## config.mk

```make
export PLATFORM = sky130hd
export DESIGN_NAME = cpu_datapath
export DESIGN_NICKNAME = d
export VERILOG_FILES = /design/src/rtl/cpu_datapath.sv
export SDC_FILE = /design/constraint.sdc
export NUM_CORES = 1
export LEC_CHECK = 0
export BUFFER_PORTS_ARGS = -buffer_cell sky130_fd_sc_hd__buf_2
export CAP_MARGIN = 20
export CORE_MARGIN = 8
export CORE_UTILIZATION = 57
export CTS_BUF_LIST = sky130_fd_sc_hd__clkbuf_4 sky130_fd_sc_hd__clkbuf_8
export DETAILED_ROUTE_END_ITERATION = 6
export GPL_ROUTABILITY_DRIVEN = 0
export PLACE_DENSITY_LB_ADDON = 0.05
export RECOVER_POWER = 100
export SETUP_SLACK_MARGIN = 0.02
export SYNTH_ARGS = -nofsm -noshare
export SYNTH_HDL_FRONTEND = slang
export SYNTH_SLANG_ARGS = --single-unit
```

## constraint.sdc

```tcl
create_clock -name clk -period 4.2 [get_ports clk]
set_clock_uncertainty 0.05 [all_clocks]
set_input_delay 0.42 -clock clk [delete_from_list [all_inputs] [get_ports clk]]
set_output_delay 0.42 -clock clk [all_outputs]
set_load 0.01 [all_outputs]
```

## src/rtl/cpu_datapath.sv

```systemverilog
// cpu_datapath: PC, IR, register file, accumulator, ALU and flag register driven by the CPU controller strobes.
// Define REGFILE_RESET_EN to clear the register file on reset.
module cpu_datapath #(
   parameter int DATA_W = 8,
   parameter int PC_W   = 8,
   parameter int NREG   = 16
) (
   input  logic              clk,
   input  logic              reset,
   input  logic              LoadIR,
   input  logic              IncPC,
   input  logic              SelPC,
   input  logic              LoadPC,
   input  logic              LoadReg,
   input  logic              DumpReg,
   input  logic              LoadAcc,
   input  logic [1:0]        SelAcc,
   input  logic [3:0]        SelALU,
   input  logic [3:0]        SelReg,
   input  logic [7:0]        imem_data,
   output logic [PC_W-1:0]   imem_addr,
   output logic [7:0]        Opcode,
   output logic              Zero_Carry,
   output logic [DATA_W-1:0] acc_out
);
   logic [PC_W-1:0]   r_pc;
   logic [7:0]        r_ir;
   logic [DATA_W-1:0] r_acc;
   logic              r_zc;
   logic [DATA_W-1:0] r_reg [NREG];
   logic [DATA_W-1:0] w_a, w_b, w_imm_d, w_acc_nx;
   logic [PC_W-1:0]   w_imm_pc;
   logic [DATA_W:0]   w_alu;
   logic              w_cop, w_acc_we, w_zc_nx;

   assign w_a       = r_acc;
   assign w_b       = DumpReg ? r_reg[SelReg] : '0;
   assign w_imm_d   = DATA_W'(r_ir[3:0]);
   assign w_imm_pc  = PC_W'(r_ir[3:0]);
   assign w_cop     = SelALU inside {4'h1, 4'h2, 4'h7, 4'h8, 4'h9, 4'hA};
   assign w_acc_we  = LoadAcc && SelAcc != 2'b11;
   assign w_acc_nx  = SelAcc == 2'b00 ? w_alu[DATA_W-1:0] : SelAcc == 2'b01 ? w_imm_d : '0;
   assign w_zc_nx   = (SelAcc == 2'b00 && w_cop) ? w_alu[DATA_W] : |w_acc_nx;
   assign imem_addr = r_pc;
   assign Opcode    = r_ir;
   assign Zero_Carry = r_zc;
   assign acc_out   = r_acc;

   // Bit DATA_W is carry, or borrow for SUB/DEC since the zero-extended difference wraps.
   always_comb begin
      w_alu = {1'b0, w_a};
      case (SelALU)
         4'h0: w_alu = {1'b0, w_b};
         4'h1: w_alu = {1'b0, w_a} + {1'b0, w_b};
         4'h2: w_alu = {1'b0, w_a} - {1'b0, w_b};
         4'h3: w_alu = {1'b0, w_a & w_b};
         4'h4: w_alu = {1'b0, w_a | w_b};
         4'h5: w_alu = {1'b0, w_a ^ w_b};
         4'h6: w_alu = {1'b0, ~w_a};
         4'h7: w_alu = {w_a, 1'b0};
         4'h8: w_alu = {w_a[0], 1'b0, w_a[DATA_W-1:1]};
         4'h9: w_alu = {1'b0, w_a} + (DATA_W+1)'(1);
         4'hA: w_alu = {1'b0, w_a} - (DATA_W+1)'(1);
         default: w_alu = {1'b0, w_a};
      endcase
   end

   always_ff @(posedge clk)
      if (!reset) begin
         r_pc  <= '0;
         r_ir  <= '0;
         r_acc <= '0;
         r_zc  <= 1'b0;
      end else begin
         if (LoadIR) r_ir <= imem_data;
         if (LoadPC) r_pc <= IncPC ? r_pc + PC_W'(1) : SelPC ? w_imm_pc : PC_W'(r_reg[SelReg]);
         else if (IncPC) r_pc <= r_pc + PC_W'(1);
         if (w_acc_we) begin
            r_acc <= w_acc_nx;
            r_zc  <= w_zc_nx;
         end
      end

`ifdef REGFILE_RESET_EN
   always_ff @(posedge clk)
      if (!reset) for (int i = 0; i < NREG; i++) r_reg[i] <= '0;
      else if (LoadReg) r_reg[SelReg] <= r_acc;
`else
   always_ff @(posedge clk)
      if (LoadReg) r_reg[SelReg] <= r_acc;
`endif
endmodule

```

==> metrics.csv <==
stage;metric;value;unit
outcome;status;completed;
synthesis;synth_fp_nets;683;
detailed_routing;wl_per_cell;22.2;um
cts;clock_sinks;153;
detailed_routing;num_vias;5886;
sta;setup_viol;0;
synthesis;syn_area_per_cell;12.4;um2
finish;nFillCells;1049;
die;num_rows;43;
sta;hold_violations;0;
cts;cts_tree;done;
finish;syn2layout_area_growth;16.6;%
die;core;0.0137;mm2
worst_setup_path;crit_family;compound AO/OA/AOI/OAI gates;
worst_setup_path;required;4.50;ns
detailed_routing;firstDrtPassIters;5;
die;io_pins;52;
cts;clk_latency;0.46;ns
sta;min_period_over_period;99.1;%
detailed_routing;vias_per_cell;6.32;
worst_setup_path;path_class;reg -> reg;
synthesis;synth_edf_count;128;
die;die_w;133;um
sta;rsz0062_at_grt;yes;
grt;grt_max_degree;28;
sta;slew_headroom;24.9;%
worst_setup_path;reg2regPathDepth;17;
synthesis;ys.flop_type;edfxtp_1;
grt;grt_pass1_vias;5779;
worst_setup_path;rrSetupSlack;0.04;ns
placed_design;dpl.hpwl;14700;um
sta;tns;0;ns
finish;nNetsFinal;789;
detailed_routing;routed_wl;20700;um
cts;htree_levels;4;
sta;min_period;4.16;ns
die;dieArea;0.0178;mm2
power_and_ir_drop;power.total;3.41;mW
detailed_routing;postRouteAntennaNets;0;
placed_design;place_ws;-0.368;ns
cts;cts_buffers;17;
worst_setup_path;worst_path_largest_cell_delay;0.50;ns
synthesis;ys_seq_area_share;55.2;%
finish;stdcell_count;932;
flow_run;drv_cap;0;
worst_setup_path;crit_buf_inv;0;
power_and_ir_drop;p_per_area;371;mW/mm2
finish;num_antenna_cells;0;
cts;clockBufferDepth;2;
die;start_util;57.6;%
grt;gr-usage-all-layers;23.4;%
power_and_ir_drop;power_leakage;3.34;nW
synthesis;ys_types;73;
min_path;min_path_type;in -> reg;
detailed_routing;drt-initial-drc-count;426;
power_and_ir_drop;ir_worst_vdd;0.202;mV
placed_design;numPlacedInstances;895;
worst_setup_path;startpoint_type;flop;
placed_design;io_buffers;51;
min_path;hold_path_depth;3;
detailed_routing;drc;0;
sta;tightest_slew;1.13;ns
grt;antenna_found_initial;0;
synthesis;ys_seq_elements;153;
synthesis;synthCells;633;
cts;path_clk_slew;0.09;ns
sta;slew_viol_final;0;
synthesis;ys_warn_count;0;
worst_setup_path;arrival;4.46;ns
worst_setup_path;cp_max_fo;6;
grt;grt_pass1_wl;31900;um
worst_setup_path;crit_cells;17;
sta;worst_slack;0.0396;ns
grt;grt_overflow;0;
worst_setup_path;crit_chain;mux4_2 -> o22ai_2 -> nor2_1 -> o41ai_4 -> and2_4 -> nand2_4 -> xnor2_2 -> o21ai_1 -> ha_1 -> or3b_4 -> o221ai_4 -> a211oi_2 -> o22ai_1 -> o21bai_1 -> nand4_1 -> o31ai_2 -> o311ai_1;
finish;largest_reg_flops;128;
synthesis;synthArstFlopShare;0;%
sta;holdWs;0.136;ns
synthesis;synth_area;0.00787;mm2
die;die_y;133;um
sta;fmaxAchievable;240;MHz
cts;clock-root-buffer;clkbuf_8;
worst_setup_path;cp_slowest_cell;mux4_2;
worst_setup_path;endpoint_kind;flop;
finish;drive_gt1_share;23.1;%
==> what timing repair did <==
| action | in CTS | in global routing |
|---|---|---|
| setup endpoints to repair | 1 | 3 |
| endpoints found under the hold margin | 0 | 0 |
| pin swaps | 0 | 16 |
| hold buffers | 0 | 0 |
| buffers inserted | 0 | 5 |
| gates resized for setup | 1 | 24 |
==> path summary, 6_finish.rpt <==
check,from,to
setup / recovery,r_reg[11][2],Zero_Carry
hold / removal,imem_data[0],Opcode[0]
setup reg to reg,r_reg[11][2],Zero_Carry
hold reg to reg,Opcode[7],Opcode[7]
==> area by class of cell <==
| cell class | count | area [um2] | area share (%) |
|---|---|---|---|
| Sequential cell | 153 | 4340 | 47.3 |
| Multi-Input combinational cell | 420 | 3360 | 36.6 |
| Timing Repair Buffer | 121 | 752 | 8.19 |
| Clock buffer | 17 | 234 | 2.55 |
| Tap cell | 180 | 225 | 2.45 |
| Clock inverter | 15 | 164 | 1.79 |
| Inverter | 26 | 97.6 | 1.06 |
==> tightest hold or removal path, delay by kind of cell <==
family        cells  cell delay, ns
buf+inv           1            0.07
mux               1            0.05
simple gates      1            0.07
==> power breakdown <==
group	switching [mW]	leakage [nW]	internal (mW)
sequential	0.0261	1.36	1.68
combinational	0.330	1.78	0.256
clock	0.582	0.203	0.538
==> cell usage after synthesis (13+ instances only) <==
library cell  number  share of area (%)
edfxtp_1         128                 49
nor2_1            73                3.5
mux2i_1           30                3.8
o21ai_0           30                1.9
mux4_2            26                7.4
nand2_1           26                1.2
dfxtp_1           25                6.4
inv_1             25                1.2
ha_1              22                3.5
clkbuf_1          21                1.0
a21oi_1           20                1.3
nand3_1           19                1.2
nor3_1            17                1.1
nor2b_1           15                1.2
nand2b_1          13                1.0
==> layout by cell type, fill, tap and decap left out, types with 8 or more instances in the layout <==
| master | count |
|---|---|
| edfxtp_1 | 128 |
| mux2i_1 | 26 |
| clkbuf_8 | 17 |
| inv_1 | 25 |
| dfxtp_1 | 25 |
| buf_2 | 25 |
| a21oi_1 | 20 |
| a211oi_1 | 10 |
| o21ai_0 | 26 |
| nor2b_1 | 15 |
| nor3_1 | 17 |
| ha_1 | 22 |
| nand2b_1 | 12 |
| clkbuf_1 | 35 |
| nand2_1 | 25 |
| mux4_2 | 28 |
| buf_4 | 58 |
| nor2_1 | 73 |
| a31oi_1 | 8 |
| nand3_1 | 18 |
==> cells by family (layout without fill, tap and decap cells) <==
family | after synthesis | after routing | synth area share (%)
flops | 153 | 153 | 55.2
fa+ha+maj | 23 | 23 | 3.75
mux | 64 | 64 | 13.2
buf+inv | 60 | 179 | 3.28
compound gates | 129 | 129 | 11.4
simple gates | 194 | 194 | 12.1
xor+xnor | 10 | 10 | 1.11
==> per-stage QoR <==
step                area, um2  utilization [%]
floorplan                7870                -
global placement         8710             63.8
detailed placement       8710             63.8
CTS                      9120             66.7
global route             9180             67.1
finish                   9180             67.1
==> routing by layer <==
layer	track usage, %	routed length [um]
met1	29.1	8280
met2	38.0	10300
met3	4.82	1330
met4	12.1	818
met5	0	0
No activity file was read; power rests on OpenSTA's default activity.
